**config.mk**
```make
export PLATFORM = sky130hd
export DESIGN_NAME = des_subkey_gen_flat
export DESIGN_NICKNAME = d
export VERILOG_FILES = /design/src/rtl/des_pkg.sv /design/src/rtl/des_subkey_gen_if.sv /design/src/rtl/des_pc2.sv /design/src/rtl/des_subkey_gen.sv /design/src/flat_wrapper.sv
export SDC_FILE = /design/constraint.sdc
export NUM_CORES = 1
export LEC_CHECK = 0
export CAP_MARGIN = 20
export CORE_MARGIN = 4
export CORE_UTILIZATION = 30
export DETAILED_ROUTE_END_ITERATION = 6
export GPL_ROUTABILITY_DRIVEN = 0
export GPL_TIMING_DRIVEN = 0
export SLEW_MARGIN = 20
export SYNTH_ARGS = -nofsm -noshare
export SYNTH_HDL_FRONTEND = slang
export SYNTH_SLANG_ARGS = --single-unit
```
**constraint.sdc**
```tcl
create_clock -name clk -period 5.91 [get_ports clk]
set_clock_uncertainty 0.05 [all_clocks]
set_input_delay 1.182 -clock clk [delete_from_list [all_inputs] [get_ports clk]]
set_output_delay 1.182 -clock clk [all_outputs]
set_load 0.01 [all_outputs]
```
**src/rtl/des_pkg.sv**
```systemverilog
// Shared DES key-schedule constants: PC-1/PC-2 tables (1-based DES bit numbers),
// per-round left-shift schedule, engine state encoding, round width, and a
// 28-bit half rotator (left/right by 1/2) used by the subkey engine.
package des_pkg;

  localparam int ROUND_W    = 4;
  localparam int NUM_ROUNDS = 16;

  localparam int unsigned PC1 [0:55] = '{
    57, 49, 41, 33, 25, 17,  9,
     1, 58, 50, 42, 34, 26, 18,
    10,  2, 59, 51, 43, 35, 27,
    19, 11,  3, 60, 52, 44, 36,
    63, 55, 47, 39, 31, 23, 15,
     7, 62, 54, 46, 38, 30, 22,
    14,  6, 61, 53, 45, 37, 29,
    21, 13,  5, 28, 20, 12,  4
  };

  localparam int unsigned PC2 [0:47] = '{
    14, 17, 11, 24,  1,  5,
     3, 28, 15,  6, 21, 10,
    23, 19, 12,  4, 26,  8,
    16,  7, 27, 20, 13,  2,
    41, 52, 31, 37, 47, 55,
    30, 40, 51, 45, 33, 48,
    44, 49, 39, 56, 34, 53,
    46, 42, 50, 36, 29, 32
  };

  localparam int unsigned SHIFTS [0:15] = '{
    1, 1, 2, 2, 2, 2, 2, 2, 1, 2, 2, 2, 2, 2, 2, 1
  };

  typedef enum logic {
    ST_IDLE = 1'b0,
    ST_RUN  = 1'b1
  } state_t;

  // Index 0 is the leftmost DES bit, so "left" moves bits toward index 0.
  function automatic logic [0:27] rot28(input logic [0:27] x, input logic left,
                                        input logic two);
    logic [0:27] r;
    case ({left, two})
      2'b10:   r = {x[1:27], x[0]};
      2'b11:   r = {x[2:27], x[0:1]};
      2'b00:   r = {x[27], x[0:26]};
      default: r = {x[26:27], x[0:25]};
    endcase
    return r;
  endfunction

endpackage

```
**src/rtl/des_subkey_gen_if.sv**
```systemverilog
// Key-in / subkey-out valid-ready bundle for the DES key-schedule engine.
// master: key source and subkey sink (drives key_valid/key/decrypt/sk_ready).
// slave: the engine (drives key_ready/sk_valid/subkey/round/last).
interface des_subkey_gen_if;
  import des_pkg::*;

  logic               key_valid;
  logic               key_ready;
  logic [0:63]        key;
  logic               decrypt;
  logic               sk_valid;
  logic               sk_ready;
  logic [0:47]        subkey;
  logic [0:ROUND_W-1] round;
  logic               last;

  modport master (
    output key_valid, key, decrypt, sk_ready,
    input  key_ready, sk_valid, subkey, round, last
  );

  modport slave (
    input  key_valid, key, decrypt, sk_ready,
    output key_ready, sk_valid, subkey, round, last
  );

endinterface

```
**src/rtl/des_pc2.sv**
```systemverilog
// DES permuted choice 2: selects 48 subkey bits from the 56-bit (C,D) pair.
// Ports: cd_i [0:55] = {C,D}; k_o [0:47] = round subkey. Pure combinational,
// zero latency, no flow control.
module des_pc2
  import des_pkg::*;
(
  input  logic [0:55] cd_i,
  output logic [0:47] k_o
);

  for (genvar j = 0; j < 48; j++) begin : g_pc2
    assign k_o[j] = cd_i[PC2[j] - 1];
  end

endmodule

```
**src/rtl/des_subkey_gen.sv**
```systemverilog
// DES key schedule: accepts one key, emits 16 subkeys (K1..K16 or K16..K1).
// Ports: clk, rst (async active-high), bus (slave side of des_subkey_gen_if).
// First subkey one cycle after key acceptance; holds all outputs while sk_ready=0.
module des_subkey_gen
  import des_pkg::*;
(
  input  logic           clk,
  input  logic           rst,
  des_subkey_gen_if.slave bus
);

  state_t             state_q, state_d;
  logic [0:55]        cd_q, cd_d;
  logic [0:55]        pc1_cd;
  logic [ROUND_W-1:0] round_q, round_d;
  logic [ROUND_W-1:0] round_nxt;
  logic               dec_q, dec_d;
  logic               step_two;
  logic [0:47]        subkey_w;
  logic               unused_parity;

  // PC-1 drops the parity bits; they are folded here only to mark them unused.
  for (genvar i = 0; i < 56; i++) begin : g_pc1
    assign pc1_cd[i] = bus.key[PC1[i] - 1];
  end
  assign unused_parity = ^{bus.key[7], bus.key[15], bus.key[23], bus.key[31],
                           bus.key[39], bus.key[47], bus.key[55], bus.key[63]};

  // The shift schedule is palindromic over indices 1..15, so the decrypt walk
  // (right shifts undoing rounds 16..2) uses the same table entry as encrypt.
  assign round_nxt = round_q + ROUND_W'(1);
  assign step_two  = (SHIFTS[round_nxt] == 2);

  always_comb begin
    state_d = state_q;
    cd_d    = cd_q;
    round_d = round_q;
    dec_d   = dec_q;
    case (state_q)
      ST_IDLE: begin
        if (bus.key_valid) begin
          state_d = ST_RUN;
          dec_d   = bus.decrypt;
          round_d = '0;
          // Decrypt starts at K16 whose (C16,D16) equals (C0,D0): no rotate.
          if (bus.decrypt) begin
            cd_d = pc1_cd;
          end else begin
            cd_d = {rot28(pc1_cd[0:27], 1'b1, 1'b0), rot28(pc1_cd[28:55], 1'b1, 1'b0)};
          end
        end
      end
      ST_RUN: begin
        if (bus.sk_ready) begin
          if (round_q == ROUND_W'(NUM_ROUNDS - 1)) begin
            state_d = ST_IDLE;
            round_d = '0;
          end else begin
            round_d = round_nxt;
            cd_d    = {rot28(cd_q[0:27], ~dec_q, step_two),
                       rot28(cd_q[28:55], ~dec_q, step_two)};
          end
        end
      end
      default: state_d = ST_IDLE;
    endcase
  end

  always_ff @(posedge clk or posedge rst) begin
    if (rst) begin
      state_q <= ST_IDLE;
      cd_q    <= '0;
      round_q <= '0;
      dec_q   <= 1'b0;
    end else begin
      state_q <= state_d;
      cd_q    <= cd_d;
      round_q <= round_d;
      dec_q   <= dec_d;
    end
  end

  des_pc2 u_pc2 (
    .cd_i (cd_q),
    .k_o  (subkey_w)
  );

  assign bus.subkey    = subkey_w;
  assign bus.key_ready = (state_q == ST_IDLE);
  assign bus.sk_valid  = (state_q == ST_RUN);
  assign bus.round     = round_q;
  assign bus.last      = (state_q == ST_RUN) && (round_q == ROUND_W'(NUM_ROUNDS - 1));

endmodule
```
**src/flat_wrapper.sv**
```systemverilog
// flat-port wrapper written by rule: the top's interface ports become plain ports
module des_subkey_gen_flat import des_pkg::*;
  (clk, rst, bus_key_valid, bus_key, bus_decrypt, bus_sk_ready, bus_key_ready, bus_sk_valid, bus_subkey, bus_round, bus_last);
  des_subkey_gen_if bus_i ();
  input  logic clk;
  input  logic rst;
  input wire logic [$bits(bus_i.key_valid)-1:0] bus_key_valid;
  input wire logic [$bits(bus_i.key)-1:0] bus_key;
  input wire logic [$bits(bus_i.decrypt)-1:0] bus_decrypt;
  input wire logic [$bits(bus_i.sk_ready)-1:0] bus_sk_ready;
  output wire logic [$bits(bus_i.key_ready)-1:0] bus_key_ready;
  output wire logic [$bits(bus_i.sk_valid)-1:0] bus_sk_valid;
  output wire logic [$bits(bus_i.subkey)-1:0] bus_subkey;
  output wire logic [$bits(bus_i.round)-1:0] bus_round;
  output wire logic [$bits(bus_i.last)-1:0] bus_last;
  assign bus_i.key_valid = bus_key_valid;
  assign bus_i.key = bus_key;
  assign bus_i.decrypt = bus_decrypt;
  assign bus_i.sk_ready = bus_sk_ready;
  assign bus_key_ready = bus_i.key_ready;
  assign bus_sk_valid = bus_i.sk_valid;
  assign bus_subkey = bus_i.subkey;
  assign bus_round = bus_i.round;
  assign bus_last = bus_i.last;
  des_subkey_gen u_core (.clk(clk), .rst(rst), .bus(bus_i));
endmodule
```
# Word-level counts from Yosys, hierarchy flattened
# Memories as Yosys holds them, arrays and structs flattened.
# Cells that the tools add are included.
[word_totals]
memories = 1
reg_bits = 62
output_inout_bits = 55
word_cells = 39
mem_bits_ro = 512
[classes]
n_reduce_logical = 5
magnitude_cmp = 1
eq_ne = 7
bitwise_logic = 3
mux = 17
addsub = 1
[memory_table]
columns = ["name", "words", "word_bits", "rd", "rd_ports_with_merged_regs", "wr", "line_no", "source"]
rows = [
  ["(no name shown)", 16, 32, 1, 0, 0, "des_subkey_gen.sv:32", "assign step_two = (SHIFTS[round_nxt] == 2);"],
]
[ops]
columns = ["cell", "count"]
rows = [
  ["2-to-1 mux 56 bit", 4],
  ["case mux 28 bit (3 select lines)", 2],
  ["case mux 56 bit (2 select lines)", 1],
  ["2-to-1 mux 32 bit", 2],
  ["equality test 32 x 2 -> 1 bit, second input constant", 1],
  ["2-to-1 mux 4 bit", 3],
  ["case mux 4 bit (2 select lines)", 1],
  ["!= test 2 bit, second input constant", 3],
  [">= comparator 5 bit, second input constant", 1],
  ["NOT 4 -> 5 bit", 1],
  ["adder 4 x 1 -> 4 bit, second input constant", 1],
  ["equality test 2 bit, second input constant", 2],
  ["equality test 4 bit, second input constant", 1],
  ["AND reduction 2 bit", 2],
  ["2-to-1 mux 1 bit", 3],
  ["AND reduction 3 bit", 1],
  ["logical NOT 2 bit", 1],
  ["NOT 1 bit", 2],
  ["case mux 1 bit (2 select lines)", 1],
  ["logical AND 1 bit", 1],
]

# Logic depth before layout (Yosys ltp)
# Gate-level depths: netlist (run 1).
[depth]
word_depth = 11
ltp_mapped = 9

# By module
# A second synthesis (run 1) with hierarchy kept.
[hier_totals]
hier_cells = 582
area_unflattened_um2 = 5114.9
[by_module_without_submodules]
columns = ["mod", "cells_per_inst", "area_each_um2", "n_inst"]
rows = [
  ["des_subkey_gen", 534, 4754.6, 1],
  ["des_pc2", 48, 360.3, 1],
]

# Least setup slack after synthesis (run 1)
# OpenSTA, ideal clock, no wires.
[synth_path]
kind = "register -> output"
startpoint = "register u_core.state_q, in the netlist u_core.bus.sk_valid"
endpoint = "output bus_last"
arrival_ns = 1.355
n_path_buf = 2
setup_slack_ns = 3.323
path_stages_with_launch = 5
required_ns = 4.678
path_cell_list = "dfrtp_1 buf_2 clkbuf_1 clkinv_1 nor2_1"
[synth_via]
elab_chain_len = 1
[synth_lines]
columns = ["element", "line_no", "source"]
rows = [
  ["start, declared", "des_subkey_gen.sv:12", "state_t state_q, state_d;"],
  ["start signal, assigned", "des_subkey_gen.sv:76", "state_q <= state_d;"],
  ["logical AND 1 bit", "des_subkey_gen.sv:92", "assign bus.last = (state_q == ST_RUN) && (round_q == ROUND_W'(NUM_ROUNDS - 1));"],
  ["end, declared", "flat_wrapper.sv:15", "output wire logic [$bits(bus_i.last)-1:0] bus_last;"],
]
# Every way passes these cells.

# Worst setup path in the final report (run 1)
# Ends and elaborated chain as after synthesis.

==> results of run 1 <==
[power by group through the flow]
stage               logic (W)  clock network [W]  registers (W)
floorplan             0.00143                  0       0.000764
global placement      0.00201                  0       0.000850
detailed placement    0.00205                  0       0.000860
CTS                   0.00206           0.000546       0.000853
global route          0.00221           0.000562       0.000887
finish                0.00207           0.000544       0.000863
[kinds of logic (layout without fill, tap and decap cells)]
group | after synthesis | in the layout | synth area share
simple gates | 144 | 144 | 0.1357
fa+ha+maj | 1 | 1 | 0.002393
mux | 108 | 108 | 0.2075
compound gates | 161 | 161 | 0.2264
buf+inv | 104 | 235 | 0.1297
flops | 62 | 62 | 0.2967
xor+xnor | 1 | 1 | 0.001675
[sequential cells by signal (all words and copies together) (netlist names)]
name and count:
u_core.cd_q 56, u_core.bus.round 4, u_core.dec_q 1, u_core.bus.sk_valid 1
[stage by stage]
stage	worst slack [ps]	std cells	area, um2
2_1_floorplan	3137	581	5229
3_3_place_gp	1844	921	6661
3_5_place_dp	2298	922	6684
4_1_cts	1923	937	6984
5_1_grt	1850	937	6984
6_report	1941	937	6984
[layout make-up]
cell class                      instances  area (um2)
Fill cell                            1801       10190
Multi-Input combinational cell        415        2999
Sequential cell                        62        1551
Timing Repair Buffer                  116        1171
Buffer                                101       666.9
Tap cell                              225       281.5
Clock buffer                           12       256.5
Clock inverter                          3       43.79
Inverter                                3       13.76
[layer usage]
metal	routed length, um	track usage	share of wire
met1	7733	0.2385	0.42
met2	8907	0.3001	0.48
met3	1346	0.03892	0.073
met4	501	0.06323	0.027
met5	0	0	0
[cell usage in the layout, fill, tap and decap left out, types with 2 or more instances in the layout]
master / instances
nor3_1: 51
clkdlybuf4s50_1: 115
mux2_2: 3
a221oi_1: 40
a21boi_1: 2
a2bb2oi_1: 6
clkbuf_16: 9
a311o_1: 4
buf_4: 57
buf_2: 15
a32o_1: 2
and2_1: 2
o21ai_0: 7
o21ai_1: 11
o211ai_1: 39
o221ai_1: 13
mux2i_1: 105
clkbuf_1: 25
o22ai_1: 4
nand2_1: 52
dfrtp_1: 62
a31oi_1: 2
nand2b_1: 2
clkbuf_8: 2
nand3_1: 8
buf_12: 3
and3_1: 2
a21oi_1: 26
or4_1: 3
buf_6: 3
nor2_1: 17
[worst paths after layout]
path                              endpoint  depth (start not counted)  slack (ps)                start
min in group asynchronous  u_core.cd_q[10]                          2        1140                  rst
setup / recovery                  bus_last                          5        1940  u_core.bus.sk_valid
max in group asynchronous     u_core.dec_q                          3        4140                  rst
hold / removal             u_core.cd_q[26]                          2         510      u_core.cd_q[24]
hold reg to reg            u_core.cd_q[26]                          2         510      u_core.cd_q[24]
setup reg to reg           u_core.cd_q[21]                          8        3240  u_core.bus.round[3]
[worst register-to-register path, stage by stage (launching register included)]
cell and delay (ps):
dfrtp_1 470, ha_1 470, nor2b_4 80, a32o_1 280, nor3_1 410, buf_2 350
buf_2 290, nand2_1 80, o211ai_1 100
==> metrics.txt, run 1 <==
# TYPE chip_impl_metric gauge
chip_impl_metric{name="max_h_tree_level",unit=""} 3
chip_impl_metric{name="cts-root-to-sink-buffers",unit=""} 2
chip_impl_info{name="synth.top_cells.by_count",value="mux2i_1 (105), dfrtp_1 (62), buf_4 (57), nand2_1 (52), nor3_1 (51)"} 1
chip_impl_metric{name="yosys_warnings",unit=""} 0
chip_impl_metric{name="p_seq_frac",unit=""} 0.248
chip_impl_metric{name="path_clk_slew",unit="ps"} 50
chip_impl_metric{name="synth-seq-cells",unit=""} 62
chip_impl_metric{name="globalRoute.totalOverflow",unit=""} 0
chip_impl_metric{name="p_clk_frac",unit=""} 0.157
chip_impl_info{name="worstSetupEndpointType",value="output pin"} 1
chip_impl_metric{name="synth.top_cell.area_share",unit=""} 0.2967
chip_impl_metric{name="drive_gt1_frac",unit=""} 0.1447
chip_impl_metric{name="max_freq",unit="MHz"} 251.9
chip_impl_metric{name="rows",unit=""} 48
chip_impl_metric{name="routed_vias",unit=""} 5345
chip_impl_metric{name="timing_worst_slew_pin_value",unit="ps"} 714.8
chip_impl_info{name="timing_worst_setup_path_type",value="flop to output pin"} 1
chip_impl_metric{name="area_growth",unit="%"} 33.57
chip_impl_metric{name="whs",unit="ps"} 513.1
chip_impl_metric{name="post_cts_buffers",unit=""} 0
chip_impl_info{name="critical_path.slowest_cell",value="clkbuf_1"} 1
chip_impl_metric{name="fin_tns_setup",unit="ps"} 0
chip_impl_metric{name="cellLeakagePower",unit="nW"} 2.828
chip_impl_metric{name="post_synth_instance_area",unit="um2"} 5229
chip_impl_metric{name="synth_enable_flop_cells",unit=""} 0
chip_impl_info{name="netlist_top_cells_area",value="dfrtp_1 (30%), mux2i_1 (20%), buf_4 (8.2%), a221oi_1 (6.7%), o211ai_1 (5.6%)"} 1
chip_impl_metric{name="avgRoutedWirePerCell",unit="um"} 19.73
chip_impl_metric{name="number_of_global_route_vias_before_repair",unit=""} 5338
chip_impl_metric{name="die-height",unit="um"} 140.0
chip_impl_metric{name="ys_types",unit=""} 44
chip_impl_metric{name="postCtsHoldBufs",unit=""} 0
chip_impl_metric{name="clkLatencyLatePin",unit="ps"} 350
chip_impl_metric{name="die_x",unit="um"} 140.0
chip_impl_metric{name="vias_per_cell",unit=""} 5.704
chip_impl_metric{name="antenna-diode-count",unit=""} 0
chip_impl_metric{name="synth_sequential_area_ratio",unit=""} 0.2967
chip_impl_metric{name="switchingPower",unit="W"} 0.001481
chip_impl_metric{name="route.final.wire_length",unit="um"} 18490
chip_impl_metric{name="grt_pass1_wl",unit="um"} 29120
chip_impl_metric{name="power_density",unit="nW/um2"} 497.7
chip_impl_metric{name="pin_count",unit=""} 124
chip_impl_info{name="clock_tree_from_tritoncts",value="yes"} 1
chip_impl_metric{name="final_core_utilization",unit=""} 0.4066
chip_impl_info{name="synth_most_common_cell",value="mux2i_1"} 1
chip_impl_metric{name="dp_hpwl",unit="um"} 13890
chip_impl_metric{name="crit_path_required_time",unit="ps"} 4680
chip_impl_metric{name="cap_viol_max_count",unit=""} 0
chip_impl_metric{name="place.port_buffers",unit=""} 115
chip_impl_metric{name="p_sw_frac",unit=""} 0.4261
chip_impl_metric{name="largest_net_degree_at_the_start_of_global_routing",unit=""} 37
chip_impl_metric{name="post_cts_resized",unit=""} 0
chip_impl_info{name="root_buffer",value="clkbuf_16"} 1
chip_impl_metric{name="syn-num-nets",unit=""} 651
chip_impl_metric{name="syn-mean-instance-area",unit="um2"} 9.000
chip_impl_metric{name="ant_nets",unit=""} 0
chip_impl_info{name="critical-path-top-delay-family",value="buffers and inverters"} 1
chip_impl_metric{name="cp.arrival",unit="ps"} 2740
chip_impl_metric{name="die_area",unit="um2"} 19610
chip_impl_metric{name="share_of_async_settable_or_async_resettable_flops_after_synthesis",unit=""} 1.000
chip_impl_info{name="holdCritPathClass",value="flop to flop"} 1
chip_impl_metric{name="grt_antenna_before_repair",unit=""} 0
chip_impl_info{name="series_of_cell_instances_along_the_critical_path",value="buf_2 > clkbuf_1 > clkinv_1 > nor2_1 > clkdlybuf4s50_1"} 1
chip_impl_metric{name="clkSinkCount",unit=""} 62
chip_impl_info{name="result_of_the_run",value="completed"} 1
chip_impl_metric{name="power_frac_comb",unit=""} 0.595
chip_impl_metric{name="finalCritPeriodShare",unit=""} 0.6716
chip_impl_metric{name="vdd_drop_max",unit="mV"} 0.1812
chip_impl_metric{name="setup-violations-final",unit=""} 0
chip_impl_metric{name="numCtsBuffers",unit=""} 9
chip_impl_info{name="grt_setup_unrepaired",value="no"} 1
chip_impl_info{name="synth_largest_area_cell",value="dfrtp_1"} 1
chip_impl_info{name="synth_ff_type",value="dfrtp_1"} 1
chip_impl_metric{name="timing.critical_path.slowest_cell_delay",unit="ps"} 560
chip_impl_metric{name="layout_min_cycle_time",unit="ps"} 3969
chip_impl_metric{name="post_syn_instances",unit=""} 581
chip_impl_metric{name="cp_num_buf_inv",unit=""} 4
chip_impl_metric{name="internal_power",unit="W"} 0.001995
chip_impl_metric{name="floorplan.initialDensity",unit=""} 0.3044
chip_impl_metric{name="final-hold-violation-count",unit=""} 0
chip_impl_metric{name="gr_util_all_layers",unit=""} 0.1826
chip_impl_metric{name="timing_max_transition_violations_final",unit=""} 0
chip_impl_metric{name="total_power",unit="W"} 0.003476
chip_impl_metric{name="timing.slew.headroom",unit=""} 0.5203
chip_impl_metric{name="first_pass_iters",unit=""} 5
chip_impl_metric{name="drc",unit=""} 0
chip_impl_metric{name="first_iter_violations",unit=""} 482
chip_impl_metric{name="core-area",unit="um2"} 17180
chip_impl_info{name="start_kind",value="flop"} 1
chip_impl_metric{name="design.final.nets",unit=""} 778
chip_impl_metric{name="timing.critical_path.fanout_max",unit=""} 10
Power figures use the tool's default switching activity.
==> inputs of run 2 (changes only) <==
- clock period: 5.91 -> 3.49 ns (I/O delays scaled with it)
==> metrics.txt, run 2 (synthesis gave the netlist of run 1 again) <==
# TYPE chip_impl_metric gauge
chip_impl_metric{name="die_x",unit="um"} 140.0
chip_impl_metric{name="final-hold-violation-count",unit=""} 0
chip_impl_metric{name="die-height",unit="um"} 140.0
chip_impl_info{name="min_delay_worst_endpoint",value="u_core.cd_q[26]"} 1
chip_impl_info{name="grt_setup_unrepaired",value="no"} 1
chip_impl_info{name="worstSetupEndpointType",value="output pin"} 1
chip_impl_metric{name="cp.arrival",unit="ps"} 2200
chip_impl_metric{name="reg2reg_setup_slack",unit="ps"} 780
chip_impl_metric{name="finalCritPeriodShare",unit=""} 0.8451
chip_impl_metric{name="clkLatencyLatePin",unit="ps"} 350
chip_impl_metric{name="route.final.wire_length",unit="um"} 18410
chip_impl_metric{name="gr_util_all_layers",unit=""} 0.1818
chip_impl_metric{name="place.port_buffers",unit=""} 115
chip_impl_info{name="holdCritPathClass",value="flop to flop"} 1
chip_impl_info{name="largest-register",value="u_core.cd_q"} 1
chip_impl_metric{name="drc",unit=""} 0
chip_impl_metric{name="cellLeakagePower",unit="nW"} 2.827
chip_impl_metric{name="power_density",unit="nW/um2"} 842.1
chip_impl_metric{name="die_area",unit="um2"} 19610
chip_impl_metric{name="crit_path_required_time",unit="ps"} 2740
chip_impl_metric{name="max_h_tree_level",unit=""} 3
chip_impl_metric{name="number_of_global_route_vias_before_repair",unit=""} 5326
chip_impl_info{name="worst_r2r_endpoint",value="u_core.cd_q[21]"} 1
chip_impl_metric{name="area_growth",unit="%"} 33.50
chip_impl_metric{name="setup-violations-final",unit=""} 0
chip_impl_metric{name="layout_min_cycle_time",unit="ps"} 2949
chip_impl_metric{name="clkSinkCount",unit=""} 62
chip_impl_info{name="most-common-layout-cells",value="clkdlybuf4s50_1 (115), mux2i_1 (105), dfrtp_1 (62)"} 1
chip_impl_metric{name="dp_hpwl",unit="um"} 13890
chip_impl_metric{name="finalWorstSetupSlack",unit="ps"} 540.7
chip_impl_metric{name="ant_nets",unit=""} 0
chip_impl_info{name="start_kind",value="flop"} 1
chip_impl_metric{name="r2r.worst_path.cells",unit=""} 8
chip_impl_metric{name="rows",unit=""} 48
chip_impl_metric{name="cell_area_after_placement",unit="um2"} 6684
chip_impl_info{name="clock_tree_from_tritoncts",value="yes"} 1
chip_impl_metric{name="drive_gt1_frac",unit=""} 0.1449
chip_impl_info{name="critical-path-top-delay-family",value="buffers and inverters"} 1
chip_impl_metric{name="avgRoutedWirePerCell",unit="um"} 19.67
chip_impl_metric{name="floorplan.initialDensity",unit=""} 0.3044
chip_impl_metric{name="final_core_utilization",unit=""} 0.4064
chip_impl_info{name="hp-start",value="u_core.cd_q[24]"} 1
chip_impl_info{name="mostFrequentLayoutCell",value="clkdlybuf4s50_1"} 1
chip_impl_metric{name="cap_viol_max_count",unit=""} 0
chip_impl_metric{name="cts-root-to-sink-buffers",unit=""} 2
chip_impl_metric{name="grt_pass1_wl",unit="um"} 29000
chip_impl_metric{name="timing.slew.headroom",unit=""} 0.5242
chip_impl_metric{name="antenna-diode-count",unit=""} 0
chip_impl_metric{name="place.detailed.instances",unit=""} 922
chip_impl_metric{name="grt_antenna_before_repair",unit=""} 0
chip_impl_metric{name="timing.critical_path.slowest_cell_delay",unit="ps"} 560
chip_impl_metric{name="dp_slack",unit="ps"} 362.3
chip_impl_metric{name="path_clk_slew",unit="ps"} 50
chip_impl_metric{name="max_freq",unit="MHz"} 339.1
chip_impl_metric{name="holdPathStages",unit=""} 2
chip_impl_metric{name="timing_max_transition_violations_final",unit=""} 0
chip_impl_metric{name="fin_area",unit="um2"} 6980
chip_impl_metric{name="routed_vias",unit=""} 5243
chip_impl_metric{name="numCtsBuffers",unit=""} 9
chip_impl_metric{name="timing.critical_path.fanout_max",unit=""} 17
chip_impl_metric{name="whs",unit="ps"} 522.9
chip_impl_metric{name="globalRoute.totalOverflow",unit=""} 0
chip_impl_info{name="critical_path.slowest_cell",value="clkdlybuf4s50_1"} 1
chip_impl_metric{name="post_layout_nonfiller_instances",unit=""} 936
chip_impl_info{name="root_buffer",value="clkbuf_16"} 1
chip_impl_metric{name="largest_register_ffs",unit=""} 56
chip_impl_metric{name="vdd_drop_max",unit="mV"} 0.3077
chip_impl_metric{name="timing_worst_slew_pin_value",unit="ps"} 708.9
chip_impl_metric{name="core-area",unit="um2"} 17180
chip_impl_info{name="timing_worst_setup_path_type",value="flop to output pin"} 1
chip_impl_metric{name="pin_count",unit=""} 124
chip_impl_metric{name="vias_per_cell",unit=""} 5.601
chip_impl_info{name="result_of_the_run",value="completed"} 1
chip_impl_info{name="series_of_cell_instances_along_the_critical_path",value="buf_2 > clkinv_1 > nor2_1 > clkdlybuf4s50_1"} 1
chip_impl_metric{name="design.final.nets",unit=""} 777
chip_impl_metric{name="first_pass_iters",unit=""} 5
chip_impl_info{name="r2r-start",value="u_core.bus.round[3]"} 1
chip_impl_metric{name="largest_net_degree_at_the_start_of_global_routing",unit=""} 37
chip_impl_metric{name="first_iter_violations",unit=""} 451
chip_impl_metric{name="cp_num_buf_inv",unit=""} 3
## run 2: tightest hold or removal path: stages, from the launching register on
cell and delay [ps]:
dfrtp_1 400, nand2_1 70, o211ai_1 70
## run 2: what timing repair did
item | 4_1_cts | 5_1_grt
setup endpoints to repair | 1 | 0
hold endpoints to repair | 0 | 0
buffers inserted | 0 | 0
resized for setup | 0 | 0
hold buffers | 0 | 0
## run 2: worst max-delay path by stage
stage                                    from             endpoint  slack [ps]  depth (start not counted)
after global routing      u_core.bus.sk_valid             bus_last         450                          4
after global placement                    rst  u_core.bus.round[1]         -90                          2
after detailed placement  u_core.bus.sk_valid             bus_last         360                          5
after floorplan           u_core.bus.round[3]      u_core.cd_q[25]        1180                          6
after CTS                 u_core.bus.sk_valid             bus_last         550                          4
final                     u_core.bus.sk_valid             bus_last         540                          4
## run 2: cell type report
class	instances	area [um2]
fill	1801	10200
multi-input combinational	415	2999
sequential	62	1551
timing repair buffer	116	1171
buffer	100	663.1
tap	225	281.5
clock buffer	12	256.5
clock inverter	3	43.79
inverter	3	13.76
## run 2: per-layer routing
metal  global-route usage  part of all wire  vias to the layer above  routed length (um)
met5                    0                 0                        -                   0
met4              0.06119             0.022                        0                 403
met3              0.03960             0.070                       31                1282
met2               0.2993              0.48                      229                8875
met1               0.2370              0.43                     2542                7848
li1                     -                 -                     2441                   -
## run 2: where the power goes
part           total, W  internal, W  switching (W)
Clock          0.000920     0.000587       0.000333
Sequential      0.00146     0.000992       0.000469
Combinational   0.00350      0.00180        0.00170
Total           0.00588      0.00338        0.00250
## run 2: per-stage QoR
stage	setup TNS (ps)	total power (W)
2_1_floorplan	0	0.003714
3_3_place_gp	-5457	0.004841
3_5_place_dp	0	0.004931
4_1_cts	0	0.005857
5_1_grt	0	0.006190
6_report	0	0.005878
==> inputs of run 3 (changes only) <==
- clock period: 3.49 -> 2.65 ns (I/O delays scaled with it)
==> metrics.txt, run 3 (synthesis gave the netlist of run 1 again) <==
# TYPE chip_impl_metric gauge
chip_impl_info{name="result_of_the_run",value="completed"} 1
chip_impl_info{name="worstSetupEndpointType",value="output pin"} 1
chip_impl_metric{name="timing.critical_path.fanout_max",unit=""} 10
chip_impl_metric{name="route.final.wire_length",unit="um"} 18470
chip_impl_info{name="grt_setup_unrepaired",value="no"} 1
chip_impl_metric{name="dp_hpwl",unit="um"} 13890
chip_impl_info{name="holdCritPathClass",value="primary input to async pin"} 1
chip_impl_metric{name="core-area",unit="um2"} 17180
chip_impl_metric{name="setup-violations-final",unit=""} 0
chip_impl_metric{name="first_iter_violations",unit=""} 527
chip_impl_info{name="start_kind",value="flop"} 1
chip_impl_metric{name="vdd_drop_max",unit="mV"} 0.4003
chip_impl_info{name="r2r-start",value="u_core.bus.round[2]"} 1
chip_impl_info{name="root_buffer",value="clkbuf_16"} 1
chip_impl_metric{name="cap_viol_max_count",unit=""} 0
chip_impl_info{name="worst_r2r_endpoint",value="u_core.cd_q[3]"} 1
chip_impl_metric{name="reg2reg_setup_slack",unit="ps"} 190
chip_impl_info{name="mostFrequentLayoutCell",value="clkdlybuf4s50_1"} 1
chip_impl_metric{name="clkLatencyLatePin",unit="ps"} 340
chip_impl_metric{name="drc",unit=""} 0
chip_impl_metric{name="largest_net_degree_at_the_start_of_global_routing",unit=""} 37
chip_impl_metric{name="avgRoutedWirePerCell",unit="um"} 19.71
chip_impl_metric{name="number_of_global_route_vias_before_repair",unit=""} 5325
chip_impl_metric{name="power_density",unit="nW/um2"} 1110
chip_impl_info{name="most-common-layout-cells",value="clkdlybuf4s50_1 (115), mux2i_1 (105), dfrtp_1 (61)"} 1
chip_impl_metric{name="whs",unit="ps"} 494.3
chip_impl_info{name="critPathCapture",value="bus_last"} 1
chip_impl_metric{name="place.port_buffers",unit=""} 115
chip_impl_info{name="critical_path.startpoint",value="u_core.bus.sk_valid"} 1
chip_impl_metric{name="timing_max_transition_violations_final",unit=""} 0
chip_impl_metric{name="die-height",unit="um"} 140.0
chip_impl_metric{name="design.final.nets",unit=""} 778
chip_impl_metric{name="final_core_utilization",unit=""} 0.4085
chip_impl_metric{name="grt_antenna_before_repair",unit=""} 0
chip_impl_metric{name="max_freq",unit="MHz"} 389.3
chip_impl_info{name="clock_tree_from_tritoncts",value="yes"} 1
chip_impl_metric{name="area_growth",unit="%"} 34.19
chip_impl_metric{name="final-hold-violation-count",unit=""} 0
chip_impl_metric{name="die_area",unit="um2"} 19610
chip_impl_metric{name="cts-root-to-sink-buffers",unit=""} 2
chip_impl_metric{name="die_x",unit="um"} 140.0
chip_impl_metric{name="r2r.worst_path.cells",unit=""} 7
chip_impl_metric{name="largest_register_ffs",unit=""} 56
chip_impl_metric{name="path_clk_slew",unit="ps"} 50
chip_impl_metric{name="cellLeakagePower",unit="nW"} 2.842
chip_impl_metric{name="crit_path_required_time",unit="ps"} 2070
chip_impl_metric{name="rows",unit=""} 48
chip_impl_metric{name="numCtsBuffers",unit=""} 9
chip_impl_metric{name="vias_per_cell",unit=""} 5.628
chip_impl_metric{name="clkSinkCount",unit=""} 62
chip_impl_metric{name="gr_util_all_layers",unit=""} 0.1827
chip_impl_metric{name="cp.arrival",unit="ps"} 1990
chip_impl_metric{name="finalCritPeriodShare",unit=""} 0.9694
chip_impl_metric{name="timing_worst_slew_pin_value",unit="ps"} 696.9
chip_impl_metric{name="fin_tns_setup",unit="ps"} 0
chip_impl_metric{name="globalRoute.totalOverflow",unit=""} 0
chip_impl_metric{name="timing.slew.headroom",unit=""} 0.5323
chip_impl_metric{name="ant_nets",unit=""} 0
chip_impl_metric{name="pin_count",unit=""} 124
chip_impl_metric{name="place.detailed.instances",unit=""} 922
chip_impl_metric{name="first_pass_iters",unit=""} 5
chip_impl_metric{name="routed_vias",unit=""} 5273
chip_impl_metric{name="floorplan.initialDensity",unit=""} 0.3044
chip_impl_metric{name="max_h_tree_level",unit=""} 3
chip_impl_metric{name="drive_gt1_frac",unit=""} 0.1517
chip_impl_info{name="largest-register",value="u_core.cd_q"} 1
chip_impl_metric{name="post_layout_nonfiller_instances",unit=""} 937
chip_impl_metric{name="layout_min_cycle_time",unit="ps"} 2569
chip_impl_info{name="timing_worst_setup_path_type",value="flop to output pin"} 1
chip_impl_metric{name="antenna-diode-count",unit=""} 0
chip_impl_metric{name="grt_pass1_wl",unit="um"} 29120
chip_impl_metric{name="fill_cells",unit=""} 1798
chip_impl_metric{name="post_cts_buffers",unit=""} 0
run 3: timing repair:
| item | CTS | global route |
|---|---|---|
| gates resized for setup | 5 | 4 |
| endpoints found under the setup margin | 3 | 17 |
| hold buffers | 0 | 0 |
run 3: stage by stage:
stage,cell area (um2),setup slack (ps),total power [W]
after floorplan,5229,342.9,0.004891
after global placement,6661,-764.0,0.006375
after detailed placement,6684,-309.7,0.006494
after CTS,6998,7.468,0.007725
after global routing,7017,5.689,0.008194
final,7017,81.16,0.007789
run 3: routing by layer:
metal	wire length, um	part of all wire	track usage
met5	0	0	0
met4	372	0.020	0.06272
met3	1297	0.070	0.03790
met2	8937	0.48	0.2988
met1	7859	0.43	0.2406
run 3: worst min path at each step:
stage / from / endpoint / slack (ps) / depth (start not counted)
final: rst / u_core.cd_q[10] / 490 / 2
after floorplan: u_core.cd_q[24] / u_core.cd_q[26] / 450 / 2
after CTS: rst / u_core.cd_q[10] / 510 / 2
after global placement: u_core.cd_q[24] / u_core.cd_q[26] / 490 / 2
after detailed placement: u_core.cd_q[24] / u_core.cd_q[26] / 500 / 2
after global routing: rst / u_core.cd_q[11] / 550 / 2
run 3: area by class of cell:
type | count | area [um2] | area share
repair buffers | 116 | 1171 | 0.1669
plain buffers | 101 | 679.4 | 0.09683
flip-flops and latches | 62 | 1553 | 0.2213
multi-input cells | 415 | 3017 | 0.4299
clock buffers | 12 | 256.5 | 0.03655
clock inverters | 3 | 43.79 | 0.006241
well taps | 225 | 281.5 | 0.04012
inverters | 3 | 15.01 | 0.002140
run 3: power by group:
group	leakage (nW)	internal, W	switching, W
sequential	0.804	0.00131	0.000626
combinational	1.89	0.00239	0.00225
clock	0.149	0.000774	0.000439
total	2.84	0.00448	0.00331
run 3: worst max-delay path: stages, from the launching register on:
cell and delay (ps):
dfrtp_1 350, clkbuf_4 210, clkbuf_8 220, clkinv_2 170, nor2_1 150, clkdlybuf4s50_1 550
==> patch 1 (flow settings as in run 2) <==
Change the package constant `ROUND_W` from 4 to 5.
--- a/src/rtl/des_pkg.sv
+++ b/src/rtl/des_pkg.sv
@@ -4,5 +4,5 @@
 package des_pkg;
 
-  localparam int ROUND_W    = 4;
+  localparam int ROUND_W    = 5;
   localparam int NUM_ROUNDS = 16;
 
Interface: changed (resized bus_round); port bits go from 124 to 125. The function was not compared with the original's and may differ.
==> patch 1 against run 2 <==
  * Wire length is 24% higher
  * Hold slack lost 0.026 ns
  * Sequential cell count rose by 1
  * Area after synthesis increased by 13%
  * Synthesized cell count up 15%
  * Die area is 12% higher
  * Total power grew 18%
  * Design area increased by 11%
  * Via count grew 19%
  * Non-clock buffer count increased by 16
  * Maximum frequency shrank 2.1%
  * Setup slack worse by 0.062 ns
  * Largest cell class unchanged
  * Largest power group unchanged
==> patch 1: results (changes against run 2) <==
status = finished, final reports clean
placed cell area = 7417 um^2 (+11%)
worst-path maximum fanout = 8 (-9)
Pre-Repair DR Iteration Count = 6 (+1)
IO Port Bufs = 114 (-0.87%)
fraction of layout cells with a size suffix above 1 = 15.43% (+0.95 points)
vias in the first global route = 6071 (+14%)
top cells by area, synth = dfrtp_1 27%, mux2i_1 18%, buf_4 6.6%
dpl cells = 1046 (+13%)
worst hold slack = 0.4970 ns (-0.02585 ns)
worst slew pin tran = 0.7762 ns (+0.06725 ns)
DR iter-0 viols = 681 (+51%)
vias post-DR = 6254 (+19%)
largest net degree at the start of global routing = 47 (+27%)
Netlist cell types = 64 (+45%)
peak per-stage delay on the critical path = 0.56 ns (about the same)
via-per-instance ratio = 5.889 (+5.1%)
Critical Path AT = 2.26 ns (+0.06 ns)
first-pass GRT wire length = 35600 um (+23%)
sequential area share after synthesis = 26.66% (-3.0 points)
Sum Neg Setup Slack = 0 ns (unchanged)
Net Count, Synth = 736 (+13%)
RR Endpoint = u_core.cd_q[26]
end point of the critical path = bus_last
Post-CTS Resized = 0 (unchanged)
Syn Area/Cell = 8.881 um^2 (-1.3%)
Final #Nets = 862 (+11%)
mux cell area share after synthesis = 18.36% (-2.4 points)
met3 wire len = 1980 um (+54%)
DP Worst Slack = 0.3274 ns (-0.03490 ns)
GRT Resource Usage Total = 20.41% (+2.2 points)
reg2reg setup slack = 0.57 ns (-0.21 ns)
H-tree levels = 3 (unchanged)
Max VDD drop = 0.4210 mV (+37%)
DR WL met2 = 10390 um (+17%)
leakage = 3.095 nW (+9.5%)
Worst path slowest cell = clkdlybuf4s50_1
period utilisation layout = 86.29% (+1.8 points)
FF-to-FF path depth = 8 (unchanged)
Root Driver = clkbuf_16
Commonest cells post-synth = 104 x mux2i_1, 63 x dfrtp_1, 55 x a21oi_1
Post-Synth XOR/XNOR Area = 0% (-0.17 points)
adder-cell share of the synthesized area = 0.2116% (-0.028 points)
Clock Latency Late Sink = 0.35 ns (about the same)
Synth Area in Compound Gates = 28.77% (+6.1 points)
wl on met1 = 9953 um (+27%)
Net Sw Frac = 45.36% (+2.8 points)
wire length per cell = 21.58 um (+9.7%)
HPWL after detailed placement = 16640 um (+20%)
-- patch 1: worst max-delay path, delay by kind of cell, from the launching register on --
family                   cells  cell delay [ns]
buffers and inverters        1             0.56
adder cells (fa/ha/maj)      1             0.41
AND/OR/NAND/NOR              2             0.44
flip-flops                   1             0.51
-- patch 1: power by group through the flow --
stage	logic [W]	registers, W	clock network (W)
after global placement	0.00424	0.00157	0
final	0.00432	0.00157	0.00103
after floorplan	0.00294	0.00138	0
after CTS	0.00428	0.00156	0.00104
after global routing	0.00458	0.00163	0.00107
after detailed placement	0.00425	0.00157	0
-- patch 1: worst min path at each step --
stage / endpoint / depth (start not counted) / startpoint
floorplan: u_core.cd_q[29] / 2 / u_core.cd_q[29]
global placement: u_core.bus.round[0] / 2 / u_core.bus.round[0]
detailed placement: u_core.bus.round[0] / 2 / u_core.bus.round[0]
CTS: u_core.bus.round[0] / 2 / u_core.bus.round[0]
global route: u_core.bus.round[0] / 2 / u_core.bus.round[0]
finish: u_core.bus.round[0] / 2 / u_core.bus.round[0]
-- patch 1: final cells by class --
| class | instances | area, um^2 |
|---|---|---|
| inverter | 21 | 81.33 |
| buffer | 117 | 742.0 |
| timing repair buffer | 115 | 1169 |
| multi-input combinational | 465 | 3517 |
| fill | 1988 | 11650 |
| clock inverter | 5 | 80.08 |
| tap | 265 | 331.6 |
| clock buffer | 11 | 252.7 |
| sequential | 63 | 1577 |
-- patch 1: logic make-up after synthesis --
logic type | Yosys count
flops | 63
compound gates | 227
mux | 108
fa+ha+maj | 1
simple gates | 129
buf+inv | 138
-- patch 1: metal layers --
layer | vias up | track usage [%]
met4 | 0 | 7.529
li1 | 2830 | -
met3 | 45 | 3.260
met2 | 336 | 31.08
met1 | 3043 | 29.20
met5 | - | 0
==> patch 2 (config.mk and constraints of run 2) <==
Without the edit above. Take the reset off `cd_q` and load it in a clocked block of its own.
--- a/src/rtl/des_subkey_gen.sv
+++ b/src/rtl/des_subkey_gen.sv
@@ -70,13 +70,15 @@
     if (rst) begin
       state_q <= ST_IDLE;
-      cd_q    <= '0;
       round_q <= '0;
       dec_q   <= 1'b0;
     end else begin
       state_q <= state_d;
-      cd_q    <= cd_d;
       round_q <= round_d;
       dec_q   <= dec_d;
     end
+  end
+
+  always_ff @(posedge clk) begin
+    cd_q <= cd_d;
   end
 
Function: changed (Yosys sat finds a counterexample within 4 cycles, from zero or initial values and one cycle with rst high).
==> patch 2 against run 2 <==
  * Wire length down 11%
  * Setup slack gained 0.066 ns
  * Sequential cell count is the same
  * Area after synthesis fell by 2.0%
  * Sequential power increased by 38%
  * Largest power group unchanged
  * Total power increased by 38%
  * Design area shrank 1.5%
==> patch 2: results (changes against run 2) <==
status = finished, final reports clean
Clock Latency Late Sink = 0.33 ns (-0.02 ns)
Commonest cells post-synth = 83 x a21oi_1, 65 x nand2_1, 56 x edfxtp_1
sequential area share after synthesis = 35.74% (+6.1 points)
GRT Resource Usage Total = 16.43% (-1.7 points)
Max-slew headroom = 60.68% (+8.3 points)
Post-synth EDFFs = 56 (+56)
Post-synth ARST share = 9.677% (-90 points)
Post-Synth XOR/XNOR Area = 0.3418% (+0.17 points)
largest net degree at the start of global routing = 45 (+22%)
adder-cell share of the synthesized area = 0.2441% (+0.0048 points)
top cells by area, synth = edfxtp_1 33%, a221oi_2 11%, a21oi_1 8.1%
Final #Nets = 731 (-5.9%)
Max VDD drop = 0.3796 mV (+23%)
IO Port Bufs = 114 (-0.87%)
Net Count, Synth = 605 (-7.1%)
mux cell area share after synthesis = 0.6104% (-20 points)
placed cell area = 6576 um^2 (-1.6%)
first-pass GRT wire length = 25840 um (-11%)
Main synth FF type = edfxtp_1
Critical Path AT = 2.13 ns (-0.07 ns)
vias post-DR = 4789 (-8.7%)
DR iter-0 viols = 412 (-8.6%)
Synth Area in Compound Gates = 37.65% (+15 points)
Netlist cell types = 33 (-25%)
reg2reg setup slack = 0.94 ns (+0.16 ns)
fraction of layout cells with a size suffix above 1 = 24.81% (+10 points)
wire length per cell = 18.54 um (-5.8%)
internal power component = 0.004662 W (+38%)
patch 2: cell count changes in the layout (fill, tap and decap cells not counted), sizes merged, moves of 51 or more:
cell / delta
dfrtp: -56
nor3: -51
a211oi: +58
edfxtp: +56
mux2i: -103
nor2b: +53
a21oi: +86
patch 2: power by group through the flow:
stage,Sequential (W),Clock (W),Combinational (W)
global placement,0.00202,0,0.00503
finish,0.00201,0.000939,0.00519
CTS,0.00200,0.000954,0.00517
floorplan,0.00184,0,0.00369
detailed placement,0.00201,0,0.00514
global route,0.00206,0.000981,0.00557
patch 2: cell families (layout without fill, tap and decap cells):
| logic type | count (synthesis) | in the layout |
|---|---|---|
| compound gates | 236 | 236 |
| simple gates | 130 | 130 |
| buf+inv | 101 | 231 |
| flops | 62 | 62 |
| mux | 3 | 3 |
| xor+xnor | 2 | 2 |
| fa+ha+maj | 1 | 1 |
patch 2: final cells by class:
class,count,area (um^2),share of cell area [%]
plain buffers,98,641.9,9.331
repair buffers,115,1169,16.99
well taps,220,275.3,4.001
multi-input cells,372,2648,38.49
flip-flops and latches,62,1832,26.63
inverters,3,11.26,0.1637
clock inverters,6,77.57,1.128
clock buffers,9,225.2,3.274
patch 2: through the flow:
stage / TNS (ns) / instances / utilization (%) / setup WS [ns] / hold WS [ns]
floorplan: 0 / 535 / - / 0.7291 / 0.4390
global placement: -21.86 / 869 / 39.31 / -0.3937 / 0.4909
detailed placement: 0 / 870 / 39.52 / 0.7582 / 0.4941
CTS: 0 / 885 / 41.34 / 0.5777 / 0.5048
global route: 0 / 885 / 41.34 / 0.4743 / 0.5131
finish: 0 / 885 / 41.34 / 0.6071 / 0.4992
patch 2: per-layer routing:
metal	GRT usage [%]	share of wire [%]
met5	0	0
met4	3.759	1.1
met3	4.207	5.4
met2	27.95	48
met1	21.11	45
patch 2: worst register-to-register path, cell delays in order (launching register included):
cell and delay, ns:
dfrtp_1 0.35, clkbuf_1 0.46, clkbuf_1 0.46, nand3_1 0.31
nand2_4 0.31, buf_16 0.28
patch 2: path summary, 6_finish.rpt:
path	start	end	cells past startpoint
worst max-delay path	u_core.bus.sk_valid	bus_last	4
min in group asynchronous	rst	u_core.bus.round[1]	2
worst min register to register	u_core.dec_q	u_core.dec_q	1
worst min-delay path	u_core.dec_q	u_core.dec_q	1
worst max register to register	u_core.bus.sk_valid	u_core.cd_q[30]	5
max in group asynchronous	rst	u_core.bus.round[0]	2
